<file path="config.mk">
export PLATFORM = sky130hd
export DESIGN_NAME = cb2_index_search
export DESIGN_NICKNAME = d
export VERILOG_FILES = /design/src/rtl/cb2_index_search.sv
export SDC_FILE = /design/constraint.sdc
export NUM_CORES = 1
export LEC_CHECK = 0
export ABC_CLOCK_PERIOD_IN_PS = 10000
export CORE_MARGIN = 3
export CORE_UTILIZATION = 55
export CTS_CLUSTER_DIAMETER = 40
export DETAILED_ROUTE_END_ITERATION = 10
export GPL_TIMING_DRIVEN = 0
export PLACE_DENSITY = 0.81
export SLEW_MARGIN = 20
export SYNTH_ARGS = -nofsm -noshare
export SYNTH_HDL_FRONTEND = slang
export SYNTH_SLANG_ARGS = --single-unit
</file>
<file path="constraint.sdc">
create_clock -name clk -period 10 [get_ports clk]
set_clock_uncertainty 0.15 [all_clocks]
set_input_delay 1.5 -clock clk [delete_from_list [all_inputs] [get_ports clk]]
set_output_delay 1.5 -clock clk [all_outputs]
set_load 0.02 [all_outputs]
</file>
<file path="src/rtl/cb2_index_search.sv">
// rtl/cb2_index_search.sv - nearest-entry search over the 16-entry codebook-2 ROM
//
// Scans ROM addresses 0..15, one per cycle, and reports the address whose
// entry is closest to a latched sign-magnitude target (S-E-M 1-15-16).
// Optional feature macro: CB2_SEARCH_ERR_OUT_EN (adds err_out).
//
// Ports:
//   clk      - clock, rising edge
//   rst      - synchronous active-low reset
//   start    - search request, sampled only in IDLE
//   target   - value to quantize, sign-magnitude 1-15-16
//   rom_addr - codebook ROM address (0 outside SCAN)
//   rom_data - combinational ROM word for rom_addr, non-negative
//   busy     - high while scanning
//   done     - one-cycle pulse when index (and err_out) are updated
//   index    - nearest ROM address from the last completed search
//   err_out  - best error of the last completed search (macro only)

module cb2_index_search (
  input  logic        clk,
  input  logic        rst,
  input  logic        start,
  input  logic [31:0] target,
  output logic [3:0]  rom_addr,
  input  logic [31:0] rom_data,
  output logic        busy,
  output logic        done,
  output logic [3:0]  index
`ifdef CB2_SEARCH_ERR_OUT_EN
  ,
  output logic [31:0] err_out
`endif
);

  typedef enum logic [1:0] {
    IDLE = 2'd0,
    SCAN = 2'd1,
    DONE = 2'd2
  } state_t;

  state_t state, state_nxt;

  logic [31:0] target_q;
  logic [31:0] best_err;
  logic [3:0]  best_idx;

  logic [30:0] tmag;
  logic [30:0] rmag;
  logic [31:0] sum;
  logic [31:0] err;
  logic        better;
  logic [31:0] fin_err;
  logic [3:0]  fin_idx;
  logic        last_addr;

  // ROM sign bit is always zero, so it carries no information.
  logic unused_rom_sign;
  assign unused_rom_sign = rom_data[31];

  // Distance between target and the current ROM word.
  always_comb begin
    tmag = target_q[30:0];
    rmag = rom_data[30:0];
    sum  = {1'b0, tmag} + {1'b0, rmag};
    err  = 32'd0;
    if (target_q[31]) begin
      // Negative target: distance is the sum of magnitudes, clamped to 31 bits.
      err = sum[31] ? 32'h7FFF_FFFF : sum;
    end else if (tmag >= rmag) begin
      err = {1'b0, tmag - rmag};
    end else begin
      err = {1'b0, rmag - tmag};
    end
    // Strict compare keeps the lowest address on ties.
    better    = (err < best_err);
    fin_err   = better ? err : best_err;
    fin_idx   = better ? rom_addr : best_idx;
    last_addr = (rom_addr == 4'd15);
  end

  always_ff @(posedge clk) begin
    if (!rst) begin
      state <= IDLE;
    end else begin
      state <= state_nxt;
    end
  end

  always_comb begin
    state_nxt = state;
    busy      = 1'b0;
    done      = 1'b0;
    case (state)
      IDLE: begin
        if (start) begin
          state_nxt = SCAN;
        end
      end
      SCAN: begin
        busy = 1'b1;
        if (last_addr) begin
          state_nxt = DONE;
        end
      end
      DONE: begin
        done      = 1'b1;
        state_nxt = IDLE;
      end
      default: begin
        state_nxt = IDLE;
      end
    endcase
  end

  // Results are registered on the final SCAN edge (folding in the address-15
  // comparison) so they are already valid during the DONE pulse.
  always_ff @(posedge clk) begin
    if (!rst) begin
      target_q <= 32'd0;
      rom_addr <= 4'd0;
      best_err <= 32'hFFFF_FFFF;
      best_idx <= 4'd0;
      index    <= 4'd0;
`ifdef CB2_SEARCH_ERR_OUT_EN
      err_out  <= 32'd0;
`endif
    end else begin
      case (state)
        IDLE: begin
          if (start) begin
            target_q <= target;
          end
          rom_addr <= 4'd0;
          best_err <= 32'hFFFF_FFFF;
          best_idx <= 4'd0;
        end
        SCAN: begin
          best_err <= fin_err;
          best_idx <= fin_idx;
          if (last_addr) begin
            rom_addr <= 4'd0;
            index    <= fin_idx;
`ifdef CB2_SEARCH_ERR_OUT_EN
            err_out  <= fin_err;
`endif
          end else begin
            rom_addr <= rom_addr + 4'd1;
          end
        end
        default: begin
          rom_addr <= 4'd0;
        end
      endcase
    end
  end

endmodule

</file>
# Word-level counts from Yosys, hierarchy flattened
# Index checks and enable logic that the tools add are counted.
# word_totals
ff_bits	78
latchBits	0
mem_bits_rw	0
rom_bits	0
input_bits	67
out_inout_bits	10
n_memories	0
# op_classes
n_addsub	4
mul	0
n_div	0
order_cmp	2
eq_ne	6
n_shift	0
muxes	12
bitwise_logic	2
reduce_logical	7
# ops
operator	count
2-to-1 mux 31 bit	3
one-hot mux 32 bit (2 select lines)	1
subtractor 31 bit	2
adder 31 x 31 -> 32 bit	1
less-than comparator 32 bit	1
2-to-1 mux 32 bit	1
>= comparator 31 bit	1
one-hot mux 4 bit (2 select lines)	1
AND reduction 2 bit	4
!= test 2 bit (second input constant)	3
adder 4 x 1 -> 4 bit (second input constant)	1
equality test 4 bit (second input constant)	1
2-to-1 mux 2 bit	2
2-to-1 mux 4 bit	1
one-hot mux 2 bit (2 select lines)	1
OR reduction 3 bit	1
equality test 2 x 1 -> 1 bit (second input constant)	1
equality test 2 bit (second input constant)	1
logical NOT 2 bit	1
2-to-1 mux 1 bit	2
NOT 1 bit	2
nonzero test 2 bit	1

# Logic depth before layout (Yosys ltp)
# depth
depth_word	6
mapped_depth	27
ltp_nobuf	24

# Worst setup path after synthesis
# OpenSTA, ideal clock, no wires.
# synth_path
kind	in2reg
from	input rom_data[29]
to	register best_err[30]
setup_time_ns	0.115
t_arrival_ns	5.703
t_required_ns	9.735
setup_slack_ns	4.032
cell_stages	24
path_buffers	3
path_cell_list	inv_1 -> ha_1 -> buf_4 -> nand3_1 -> o211ai_1 -> o21ai_0 -> o211ai_2 -> nor2_4 -> mux2_2 -> a21oi_1 -> xnor2_1 -> a22oi_1 -> ha_1 -> or4_1 -> a21oi_1 -> o21a_1 -> o21ai_0 -> a21oi_1 -> o21ai_1 -> buf_4 -> or2_1 -> buf_2 -> a21oi_1 -> a21bo_2
# synth_between
elab_chain_len	6
word_cells_on_any_way	12
cone_classes	add/sub: 3; order compare: 2; eq/ne: 1; mux: 5; reduce/logical: 1
# synth_rtl
element	line_no	rtl
from (decl)	25	input logic [31:0] rom_data,
adder 31 x 31 -> 32 bit, or another cell as far along	64	sum = {1'b0, tmag} + {1'b0, rmag};
2-to-1 mux 31 bit (on tied branches)	68, 69	
2-to-1 mux 31 bit (*)	66	if (target_q[31]) begin
less-than comparator 32 bit	75	better = (err < best_err);
!= test 2 bit (no source line)	n/a	
AND reduction 2 bit (no source line)	n/a	
to (signal assigned)	138	best_err <= fin_err;
to (decl)	44	logic [31:0] best_err;
# Every way passes the cells marked *; elsewhere a longest branch is shown, timed or not. The select of a mux whose other input is x is not followed.
# A chain may end at the register's enable or synchronous reset.

# Worst setup path after layout
# layout_path
from	input rom_data[26]
to	register best_err[9]
# Same word-level chain as after synthesis.

==> qor.yml <==
final_core_util: 0.653
post_drt_wl_per_cell_um: 20.1
required_ns: 10.10
seq_area_sq_mm: 0.00156
htreeDepth: 3
startpoint_type: "input pin"
slew-limit-headroom: 0.335
status: "finished, final reports clean"
ys_seq_area_frac: 0.170
core-area_sq_mm: 0.0161
die_h_um: 135
cts_hold_buffers: 0
num_rows: 46
fin_crit_ns: 7.96
holdPathEnd: "best_err[18]$_SDFFE_PN1P_"
place_ws_ns: 1.96
setup-violations-final: 0
track_usage: 0.335
clockBufferDepth: 2
path_buf_inv: 6
cts_setup_buffers: 0
yosysTopAreaCell: "dfxtp_1"
gp_congestion: 0.978
worstPathCellList: "clkdlybuf4s50_1 -> inv_1 -> ha_1 -> buf_2 -> inv_1 -> a21oi_1 -> o31ai_1 -> a221oi_1 -> o21ai_1 -> nor3_2 -> clkbuf_1 -> a22oi_1 -> ha_1 -> or4_1 -> a21oi_1 -> o21a_1 -> o21ai_0 -> a21oi_1 -> o21ai_1 -> buf_4 -> nor2_1 -> nand2_1 -> o221a_2"
cpMaxStageDelayCell: "clkbuf_1"
r2r_start: "target_q[26]$_SDFFE_PN0P_"
yosys_warnings: 0
critPathArrivalTime_ns: 8.05
rsz0062_at_grt: "no"
cap_violations: 0
r2r_end: "best_err[9]$_SDFFE_PN1P_"
critPathKind: "input pin to register"
area_delta_synth_final_pct: 14.4
synth.avg_cell_area_sq_um: 7.44
initial_utilization: 0.571
clock_latency_ns: 0.36
die-area_sq_mm: 0.0183
hold_depth: 2
reg2reg_slack_ns: 3.40
end_kind: "register"
synth_cell_types: 88
io_buffers: 75
cts_sinks: 78
antenna_found_initial: 0
first_iter_violations: 973
min_period_over_period: 0.796
dr.pass1.iters: 5
hold_start: "best_err[18]$_SDFFE_PN1P_"
remaining_drc_errors: 0
power_density_mw_per_mm2: 125
synth-edff-count: 0
wl_um: 31000
hold_viol_final: 0
cts_resized: 0
peakVddDrop_uv: 84.6
clkTransAtPathRegs_ns: 0.07
tightest_slew_ns: 0.991
ant_nets: 0
dpl.hpwl_um: 24800
vias: 9552
multi_input_area_sq_mm: 0.00686
avgViaCountPerCell: 6.19
syn_inst: 1236
crit_fanout: 10
fmax_ghz: 0.126
fin_ws_ns: 2.04
cts-root-buf: "clkbuf_16"
fill_cells: 1468
maxSlewViolCount: 0
cpMostUsedCell: "a21oi_1"
min_path_type: "register to register"
synth_nets: 1429
drive_gt1_frac: 0.0739
synth_area_leaders: "dfxtp_1, ha_1, a21oi_1"
cp_top_family: "compound AO/OA/AOI/OAI gates"
antenna_cells: 0
die_w_um: 135
cts_made_buffers: 9
overflow: 0
synth_top_flop_cell: "dfxtp_1"
syn_area_sq_mm: 0.00920
tritoncts: "built"
hold_ws_ns: 0.326
leakage_nw: 4.66
tns_ns: 0
crit_path_max_incr_delay_ns: 0.71
synth_common_cells: "a21oi_1, ha_1, inv_1"
yosysMostFrequentCell: "a21oi_1"
ioPinCount: 77
async_reset_ff_frac: 0
synth-seq-cells: 78
grt_pass1_wl_um: 48400
r2r_cells: 21
fin_nets: 1515
netlist.area_leader.share: 0.170
grt_max_degree: 16
grt_pass1_vias: 8956
## logic make-up (layout without fill, tap and decap cells)
kind of cell	count (synthesis)	after routing	synth area share
xor gates and xnor gates	58	58	0.0552
muxes	18	18	0.0204
buffers and inverters	187	278	0.0853
and+or+nand+nor	341	341	0.176
DFF	78	78	0.170
adders and majority gates	126	126	0.174
AOI/OAI and AO/OA	428	428	0.320
## worst max path at each step
stage	end	cells past startpoint	from
2_1_floorplan	best_err[30]$_SDFFE_PN1P_	24	rom_data[29]
3_3_place_gp	best_err[9]$_SDFFE_PN1P_	23	rom_data[28]
3_5_place_dp	best_err[9]$_SDFFE_PN1P_	22	rom_data[1]
4_1_cts	best_err[9]$_SDFFE_PN1P_	23	rom_data[26]
5_1_grt	best_err[26]$_SDFFE_PN1P_	24	rom_data[26]
6_report	best_err[9]$_SDFFE_PN1P_	23	rom_data[26]
## area by class of cell
cell class / count / area share
multi-input cells: 971 / 0.651
flip-flops and latches: 78 / 0.148
repair buffers: 75 / 0.0713
inverters: 126 / 0.0449
plain buffers: 61 / 0.0296
well taps: 216 / 0.0257
clock buffers: 9 / 0.0214
clock inverters: 7 / 0.00761
## flip-flops by register name (all words and copies together) (netlist names)
register and count:
best_idx 4, target_q 32, rom_addr 4, best_err 32
state 2, index 4
## power breakdown
| group | internal (mW) | switching (mW) | total (mW) |
|---|---|---|---|
| clock network | 0.197 | 0.162 | 0.359 |
| registers | 0.331 | 0.0167 | 0.348 |
| logic | 0.234 | 0.378 | 0.611 |
## cells in the final DEF (no fill, tap or decap), types with 4 or more instances in the layout
| cell | n |
|---|---|
| o21a_1 | 13 |
| clkdlybuf4s50_1 | 75 |
| a21boi_0 | 35 |
| nand4_1 | 18 |
| xor2_1 | 6 |
| a21oi_1 | 140 |
| o21bai_1 | 21 |
| a221oi_1 | 4 |
| mux2i_1 | 12 |
| xnor2_1 | 52 |
| or2_2 | 4 |
| nand2_1 | 121 |
| a22oi_2 | 4 |
| nor2_1 | 82 |
| buf_1 | 8 |
| ha_1 | 123 |
| or3_1 | 13 |
| a21o_1 | 21 |
| o21ai_0 | 55 |
| dfxtp_1 | 78 |
| nor2b_1 | 13 |
| nor3_1 | 26 |
| buf_2 | 26 |
| and3_1 | 5 |
| o21ai_1 | 5 |
| nand2b_1 | 13 |
| nor4_1 | 5 |
| clkbuf_16 | 9 |
| mux2_2 | 5 |
| a221o_1 | 20 |
| buf_4 | 7 |
| clkbuf_1 | 16 |
| o31ai_1 | 10 |
| a31oi_1 | 6 |
| a211oi_1 | 7 |
| a22oi_1 | 22 |
| o211ai_1 | 16 |
| nand3_1 | 20 |
| inv_1 | 122 |
## worst register-to-register path, stage by stage (launching register included)
cell      delay, ns
dfxtp_1        0.34
ha_1           0.36
buf_2          0.25
inv_1          0.06
a21oi_1        0.20
o31ai_1        0.17
a221oi_1       0.53
o21ai_1        0.28
nor3_2         0.69
clkbuf_1       0.72
a22oi_1        0.30
ha_1           0.29
or4_1          0.51
a21oi_1        0.16
o21a_1         0.15
o21ai_0        0.08
a21oi_1        0.11
o21ai_1        0.12
buf_4          0.21
nor2_1         0.21
nand2_1        0.22
o221a_2        0.36
## stage by stage
step,std cells,power [mW],cell area [sq um]
detailed placement,1527,0.943,10200
CTS,1543,1.30,10500
global placement,1527,0.935,10200
floorplan,1236,0.759,9200
global route,1543,1.39,10500
finish,1543,1.32,10500
## metal layers
layer | GRT usage | share of wire | up-vias
met2 | 0.532 | 0.44 | 412
met1 | 0.461 | 0.44 | 4513
met4 | 0.101 | 0.028 | 0
met5 | 0 | 0 | -
li1 | - | - | 4561
met3 | 0.0676 | 0.086 | 66
Power figures use the tool's default switching activity.
